File: config.mk
export PLATFORM = sky130hd
export DESIGN_NAME = ctrl_mc
export DESIGN_NICKNAME = d
export VERILOG_FILES = /design/src/rtl/ctrl_mc.sv
export SDC_FILE = /design/constraint.sdc
export NUM_CORES = 1
export LEC_CHECK = 0
export CAP_MARGIN = 20
export CORE_MARGIN = 3
export CORE_UTILIZATION = 40
export DETAILED_ROUTE_END_ITERATION = 7
export GPL_TIMING_DRIVEN = 1
export HOLD_SLACK_MARGIN = 0.1
export PLACE_DENSITY = 0.87
export REMOVE_ABC_BUFFERS = 1
export SYNTH_ARGS = -nofsm -noshare
export SYNTH_HDL_FRONTEND = slang
export SYNTH_SLANG_ARGS = --single-unit
File: constraint.sdc
create_clock -name CLK -period 2.7 [get_ports CLK]
set_input_delay 0.54 -clock CLK [delete_from_list [all_inputs] [get_ports CLK]]
set_output_delay 0.54 -clock CLK [all_outputs]
set_load 0.01 [all_outputs]
File: src/rtl/ctrl_mc.sv
// ctrl_mc: multi-cycle fetch/decode/execute/mem/writeback control FSM.
// Define CTRL_TIMEOUT_EN to halt with a sticky ERR on a stalled memory wait.
module ctrl_mc #(
  parameter int OP_W   = 4,
  parameter int COND_W = 4,
  parameter int TO_CYC = 16
) (
  input  logic              CLK,
  input  logic              RST,
  input  logic [OP_W-1:0]   OPCODE,
  input  logic [COND_W-1:0] MM,
  input  logic [COND_W-1:0] STAT,
  input  logic              MEM_ACK,
  output logic              MEM_REQ,
  output logic              MEM_WE,
  output logic              IR_LOAD,
  output logic              PC_WRITE,
  output logic              PC_SEL,
  output logic              BR_SEL,
  output logic              PC_RST,
  output logic              RF_WE,
  output logic [1:0]        ALU_OP,
  output logic              WB_SEL,
  output logic              RD_SEL,
  output logic              HALTED,
  output logic              ERR,
  output logic [2:0]        STATE
);

  typedef enum logic [2:0] {
    S_START0    = 3'd0,
    S_START1    = 3'd1,
    S_FETCH     = 3'd2,
    S_DECODE    = 3'd3,
    S_EXECUTE   = 3'd4,
    S_MEM       = 3'd5,
    S_WRITEBACK = 3'd6,
    S_HALT      = 3'd7
  } state_e;

  localparam logic [OP_W-1:0] OP_LOD = OP_W'(1);
  localparam logic [OP_W-1:0] OP_STR = OP_W'(2);
  localparam logic [OP_W-1:0] OP_BRA = OP_W'(4);
  localparam logic [OP_W-1:0] OP_BRR = OP_W'(5);
  localparam logic [OP_W-1:0] OP_BNE = OP_W'(6);
  localparam logic [OP_W-1:0] OP_ALU = OP_W'(8);
  localparam logic [OP_W-1:0] OP_HLT = OP_W'(15);

  localparam logic [COND_W-1:0] MM_IMM  = COND_W'(8);
  localparam logic [COND_W-1:0] MM_ZERO = '0;

  state_e            state_q, state_d;
  logic [OP_W-1:0]   op_q, op_d;
  logic [COND_W-1:0] mm_q, mm_d;
  logic              br_hit;
  logic              taken;
  logic              to_hit;

  always_ff @(posedge CLK) begin
    if (RST) begin
      state_q <= S_START0;
      op_q    <= '0;
      mm_q    <= '0;
    end else begin
      state_q <= state_d;
      op_q    <= op_d;
      mm_q    <= mm_d;
    end
  end

  // bra/brr branch when every masked flag is set; bne is the inverse
  assign br_hit = ((mm_q & STAT) == mm_q);
  assign taken  = ((op_q == OP_BRA) || (op_q == OP_BRR)) ? br_hit
                : ((op_q == OP_BNE) && !br_hit);

  always_comb begin
    state_d  = state_q;
    op_d     = op_q;
    mm_d     = mm_q;
    MEM_REQ  = 1'b0;
    MEM_WE   = 1'b0;
    IR_LOAD  = 1'b0;
    PC_WRITE = 1'b0;
    PC_SEL   = 1'b0;
    BR_SEL   = 1'b0;
    PC_RST   = 1'b0;
    RF_WE    = 1'b0;
    ALU_OP   = 2'b00;
    WB_SEL   = 1'b0;
    RD_SEL   = 1'b0;
    HALTED   = 1'b0;
    unique case (state_q)
      S_START0: begin
        PC_RST  = 1'b1;
        state_d = S_START1;
      end
      S_START1: state_d = S_FETCH;
      S_FETCH: begin
        MEM_REQ = 1'b1;
        if (MEM_ACK) begin
          IR_LOAD  = 1'b1;
          PC_WRITE = 1'b1;
          state_d  = S_DECODE;
        end else if (to_hit) begin
          state_d = S_HALT;
        end
      end
      S_DECODE: begin
        op_d    = OPCODE;
        mm_d    = MM;
        BR_SEL  = (OPCODE != OP_BRR);
        state_d = (OPCODE == OP_HLT) ? S_HALT : S_EXECUTE;
      end
      S_EXECUTE: begin
        ALU_OP = (mm_q == MM_IMM) ? 2'b01 : 2'b00;
        BR_SEL = (op_q != OP_BRR);
        if (taken) begin
          PC_SEL   = 1'b1;
          PC_WRITE = 1'b1;
        end
        if ((op_q == OP_LOD) || (op_q == OP_STR))
          state_d = S_MEM;
        else if (op_q == OP_ALU)
          state_d = S_WRITEBACK;
        else
          state_d = S_FETCH;
      end
      S_MEM: begin
        MEM_REQ = 1'b1;
        MEM_WE  = (op_q == OP_STR);
        if (MEM_ACK)
          state_d = (op_q == OP_LOD) ? S_WRITEBACK : S_FETCH;
        else if (to_hit)
          state_d = S_HALT;
      end
      S_WRITEBACK: begin
        state_d = S_FETCH;
        if (op_q == OP_LOD) begin
          RF_WE  = 1'b1;
          WB_SEL = 1'b1;
        end else begin
          // only reg-reg (0) and immediate (8) modes write back
          RF_WE  = (mm_q == MM_ZERO) || (mm_q == MM_IMM);
          RD_SEL = (mm_q == MM_ZERO);
        end
      end
      S_HALT: HALTED = 1'b1;
    endcase
  end

  assign STATE = state_q;

`ifdef CTRL_TIMEOUT_EN
  localparam int CNT_W = (TO_CYC > 1) ? $clog2(TO_CYC) : 1;
  localparam logic [CNT_W-1:0] CNT_MAX = CNT_W'(TO_CYC - 1);

  logic [CNT_W-1:0] cnt_q, cnt_d;
  logic             waiting;
  logic             err_q, err_d;

  assign waiting = ((state_q == S_FETCH) || (state_q == S_MEM)) && !MEM_ACK;
  assign to_hit  = waiting && (cnt_q == CNT_MAX);
  assign cnt_d   = (waiting && !to_hit) ? cnt_q + 1'b1 : '0;
  assign err_d   = err_q | to_hit;

  always_ff @(posedge CLK) begin
    if (RST) begin
      cnt_q <= '0;
      err_q <= 1'b0;
    end else begin
      cnt_q <= cnt_d;
      err_q <= err_d;
    end
  end

  assign ERR = err_q;
`else
  assign to_hit = 1'b0;
  assign ERR    = 1'b0;
`endif

endmodule

==> run_summary.xml <==
<?xml version="1.0" encoding="UTF-8"?>
<metrics>
  <group name="setup_path">
    <metric name="slowest_stage" unit="">sky130_fd_sc_hd__clkdlybuf4s50_1</metric>
    <metric name="critical-path-top-delay-family" unit="">buffers and inverters</metric>
    <metric name="reg2reg_setup_slack" unit="ns">1.25</metric>
    <metric name="crit_path_max_fanout" unit="">2</metric>
    <metric name="worstSetupStartpointType" unit="">input pin</metric>
    <metric name="critical_path.cell_chain" unit="">clkdlybuf4s50_1 -&gt; nand2b_1 -&gt; o2111ai_1 -&gt; mux2i_1 -&gt; or2_1 -&gt; clkdlybuf4s50_1</metric>
    <metric name="worst-setup-path-type" unit="">in2out</metric>
    <metric name="timing.critical_path.slowest_cell_delay" unit="ns">0.52</metric>
    <metric name="critical_path_required" unit="ns">2.16</metric>
    <metric name="start_of_the_worst_register_to_register_path" unit="">op_q[1]</metric>
    <metric name="cp.buffers_inverters" unit="">2</metric>
    <metric name="timing.critical_path.arrival" unit="ns">2.11</metric>
    <metric name="critPathMostFrequentCell" unit="">sky130_fd_sc_hd__clkdlybuf4s50_1</metric>
    <metric name="reg2reg_to" unit="">STATE[0]</metric>
    <metric name="end_kind" unit="">primary output</metric>
    <metric name="reg2reg_depth" unit="">4</metric>
  </group>
  <group name="synthesis">
    <metric name="synth_largest_type_area_fraction" unit="%">30.29</metric>
    <metric name="synth_area" unit="sq um">726.9</metric>
    <metric name="synth_largest_area_cell" unit="">sky130_fd_sc_hd__dfxtp_1</metric>
    <metric name="seq_area_frac_synth" unit="%">30.29</metric>
    <metric name="yosys_warnings" unit="">0</metric>
    <metric name="number_of_enable_type_register_cells_in_the_synthesized_netlist" unit="">0</metric>
    <metric name="avgSynthCellArea" unit="sq um">8.261</metric>
    <metric name="async_reset_ff_share" unit="%">0</metric>
    <metric name="ys_ff_latch" unit="">11</metric>
    <metric name="synth_area_leaders" unit="">sky130_fd_sc_hd__dfxtp_1 30%, sky130_fd_sc_hd__mux2i_1 12%, sky130_fd_sc_hd__nor2_1 7.2%</metric>
    <metric name="synth_cell_type_count" unit="">36</metric>
    <metric name="synth_cells" unit="">88</metric>
    <metric name="yosys_most_used_dff" unit="">sky130_fd_sc_hd__dfxtp_1</metric>
  </group>
  <group name="timing">
    <metric name="slew_violations" unit="">0</metric>
    <metric name="grt_setup_unrepaired" unit="">no</metric>
    <metric name="fin_tns_setup" unit="ns">0</metric>
    <metric name="layout_min_cycle_time" unit="ns">2.648</metric>
    <metric name="finalSetupViolCount" unit="">0</metric>
    <metric name="hold_ws" unit="ns">0.5330</metric>
    <metric name="report.final.hold_viol_count" unit="">0</metric>
    <metric name="clock.fmax" unit="MHz">377.6</metric>
    <metric name="finClkSkew" unit="ns">0.002500</metric>
    <metric name="setup_ws" unit="ns">0.05181</metric>
    <metric name="final.period_utilization" unit="%">98.08</metric>
  </group>
  <group name="routing">
    <metric name="route.detailed.wl_per_inst" unit="microns">13.17</metric>
    <metric name="vias_per_cell" unit="">5.231</metric>
    <metric name="wl" unit="microns">1884</metric>
    <metric name="number_of_remaining_drc_errors" unit="">0</metric>
    <metric name="detailedRoute.firstPassIterationCount" unit="">4</metric>
    <metric name="count_of_antenna_violating_nets_left_after_detailed_routing" unit="">0</metric>
    <metric name="vias" unit="">748</metric>
    <metric name="drt-initial-drc-count" unit="">4</metric>
  </group>
  <group name="grt">
    <metric name="grt_pass1_vias" unit="">718</metric>
    <metric name="antenna_found_initial" unit="">0</metric>
    <metric name="grt.overflow.total" unit="">0</metric>
    <metric name="maximum_number_of_pins_on_one_net_before_global_route_repair" unit="">13</metric>
    <metric name="gr-usage-all-layers" unit="%">16.94</metric>
    <metric name="first_pass_grt_wire_length" unit="microns">3180</metric>
  </group>
  <group name="final_layout">
    <metric name="area_growth" unit="%">47.16</metric>
    <metric name="layout.cells.most_common" unit="">sky130_fd_sc_hd__clkdlybuf4s50_1</metric>
    <metric name="drive_gt1_share" unit="%">10.92</metric>
    <metric name="antenna_cells" unit="">0</metric>
    <metric name="layout.core_utilization" unit="%">66.38</metric>
    <metric name="final-seq-area" unit="sq um">221.5</metric>
    <metric name="final_cells" unit="">143</metric>
    <metric name="most-common-layout-cells" unit="">29 x sky130_fd_sc_hd__clkdlybuf4s50_1, 14 x sky130_fd_sc_hd__nor2_1, 10 x sky130_fd_sc_hd__dfxtp_1, 9 x sky130_fd_sc_hd__mux2i_1</metric>
    <metric name="finish.instance_area" unit="sq um">1070</metric>
    <metric name="multi_input_area" unit="sq um">474.2</metric>
    <metric name="design.final.nets" unit="">135</metric>
    <metric name="n_fill_cell" unit="">146</metric>
  </group>
  <group name="place">
    <metric name="numPlacedInstances" unit="">139</metric>
    <metric name="place.gp.congestion" unit="">0.8137</metric>
    <metric name="dpl_worst_slack" unit="ns">0.03529</metric>
    <metric name="port_buffers" unit="">29</metric>
    <metric name="dpl_cell_area" unit="sq um">1031</metric>
    <metric name="dp_hpwl" unit="microns">1519</metric>
  </group>
  <group name="worst_hold_path">
    <metric name="hold_path_startpoint" unit="">mm_q[2]</metric>
    <metric name="whs_path_cells" unit="">2</metric>
    <metric name="worstHoldEndpoint" unit="">mm_q[2]</metric>
    <metric name="worstHoldPathType" unit="">reg2reg</metric>
  </group>
  <group name="clock_tree">
    <metric name="clock_latency" unit="ns">0.28</metric>
    <metric name="clock_sinks" unit="">11</metric>
    <metric name="clockRootBuffer" unit="">sky130_fd_sc_hd__clkbuf_4</metric>
    <metric name="buffer_levels_on_the_longest_clock_path" unit="">2</metric>
    <metric name="clock_pin_transition_on_the_worst_setup_and_hold_timing_paths" unit="ns">0.08</metric>
    <metric name="total_number_of_h_tree_levels" unit="">1</metric>
    <metric name="cts_tree" unit="">built</metric>
    <metric name="postCtsSetupRepairBufs" unit="">0</metric>
    <metric name="numCtsBuffers" unit="">3</metric>
  </group>
  <group name="die">
    <metric name="initial_utilization" unit="%">45.11</metric>
    <metric name="ports_placed_on_the_boundary" unit="">32</metric>
    <metric name="die_area" unit="sq um">2365</metric>
    <metric name="rows" unit="">14</metric>
    <metric name="fp.dieH" unit="microns">48.63</metric>
    <metric name="die_w" unit="microns">48.63</metric>
    <metric name="core" unit="sq um">1612</metric>
  </group>
  <group name="power">
    <metric name="p_leak" unit="nW">0.4444</metric>
    <metric name="p_total" unit="mW">0.4301</metric>
    <metric name="vdd_drop_max" unit="uV">417.5</metric>
    <metric name="power_per_cell_area" unit="nW/um^2">402.0</metric>
  </group>
  <group name="run">
    <metric name="max_cap_violation_count" unit="">0</metric>
  </group>
  <group name="outcome">
    <metric name="run_status" unit="">complete, no violations</metric>
  </group>
</metrics>
-- state kept, by name, summed over array words and instances (netlist names) --
| register | count |
|---|---|
| op_q | 4 |
| STATE | 3 |
| mm_q | 4 |
-- logic make-up after synthesis --
family,Yosys count,synth area share (%)
buffers and inverters,8,6.366
other,1,0.5159
xor gates and xnor gates,1,1.205
and+or+nand+nor,45,34.94
AOI/OAI and AO/OA,13,14.29
DFF,11,30.29
muxes,9,12.39
-- cell usage after synthesis (all sizes together) (2+ instances only) --
| master | count |
|---|---|
| nand2b | 5 |
| nor3 | 3 |
| a21oi | 2 |
| dfxtp | 11 |
| nor2b | 3 |
| nand2 | 5 |
| nand3b | 2 |
| inv | 3 |
| or2 | 2 |
| nor2 | 14 |
| or3 | 2 |
| o31ai | 2 |
| buf | 4 |
| mux2i | 9 |
| o2111ai | 2 |
| and3 | 2 |
| a21boi | 2 |
| nor3b | 2 |
-- worst min-delay path: cells and delay by family, from the launching register on --
family | cells | cell delay (ns)
simple gates | 1 | 0.07
mux | 1 | 0.08
flops | 1 | 0.35
-- where the power goes --
part	total, mW	switching [mW]	internal, mW
Clock	0.119	0.0642	0.0550
Combinational	0.123	0.0517	0.0710
Sequential	0.188	0.0165	0.172
-- layout make-up --
| type | instances | share of cell area (%) |
|---|---|---|
| Multi-Input combinational cell | 70 | 44.33 |
| Timing Repair Buffer | 31 | 28.54 |
| Sequential cell | 11 | 20.70 |
| Tap cell | 24 | 2.807 |
| Clock buffer | 3 | 2.105 |
| Inverter | 3 | 1.053 |
| Clock inverter | 1 | 0.4678 |
-- timing repair --
item	4_1_cts	5_1_grt
hold buffers	0	0
resized for setup	0	3
setup endpoints to repair	0	3
-- routing by layer --
layer  part of all wire, %  wire (microns)  track usage, %  vias to the layer above
li1                      -               -               -                      374
met1                    46             866           20.30                      343
met2                    46             861           27.38                       24
met3                   4.9              93           3.067                        7
met4                   3.3              62           11.37                        0
met5                     0               0               0                        -
-- worst max-delay path by stage --
stage          slack, ns      from       end  cells after the start
3_3_place_gp         0.1   STAT[0]  PC_WRITE                      6
2_1_floorplan       0.65  STATE[1]    BR_SEL                      3
4_1_cts             0.02  STATE[2]    BR_SEL                      5
3_5_place_dp        0.04   STAT[0]  PC_WRITE                      6
6_report            0.05   STAT[0]  PC_WRITE                      6
5_1_grt            0.003   STAT[1]  PC_WRITE                      6
Note: power is estimated with default switching activity, not from simulation.
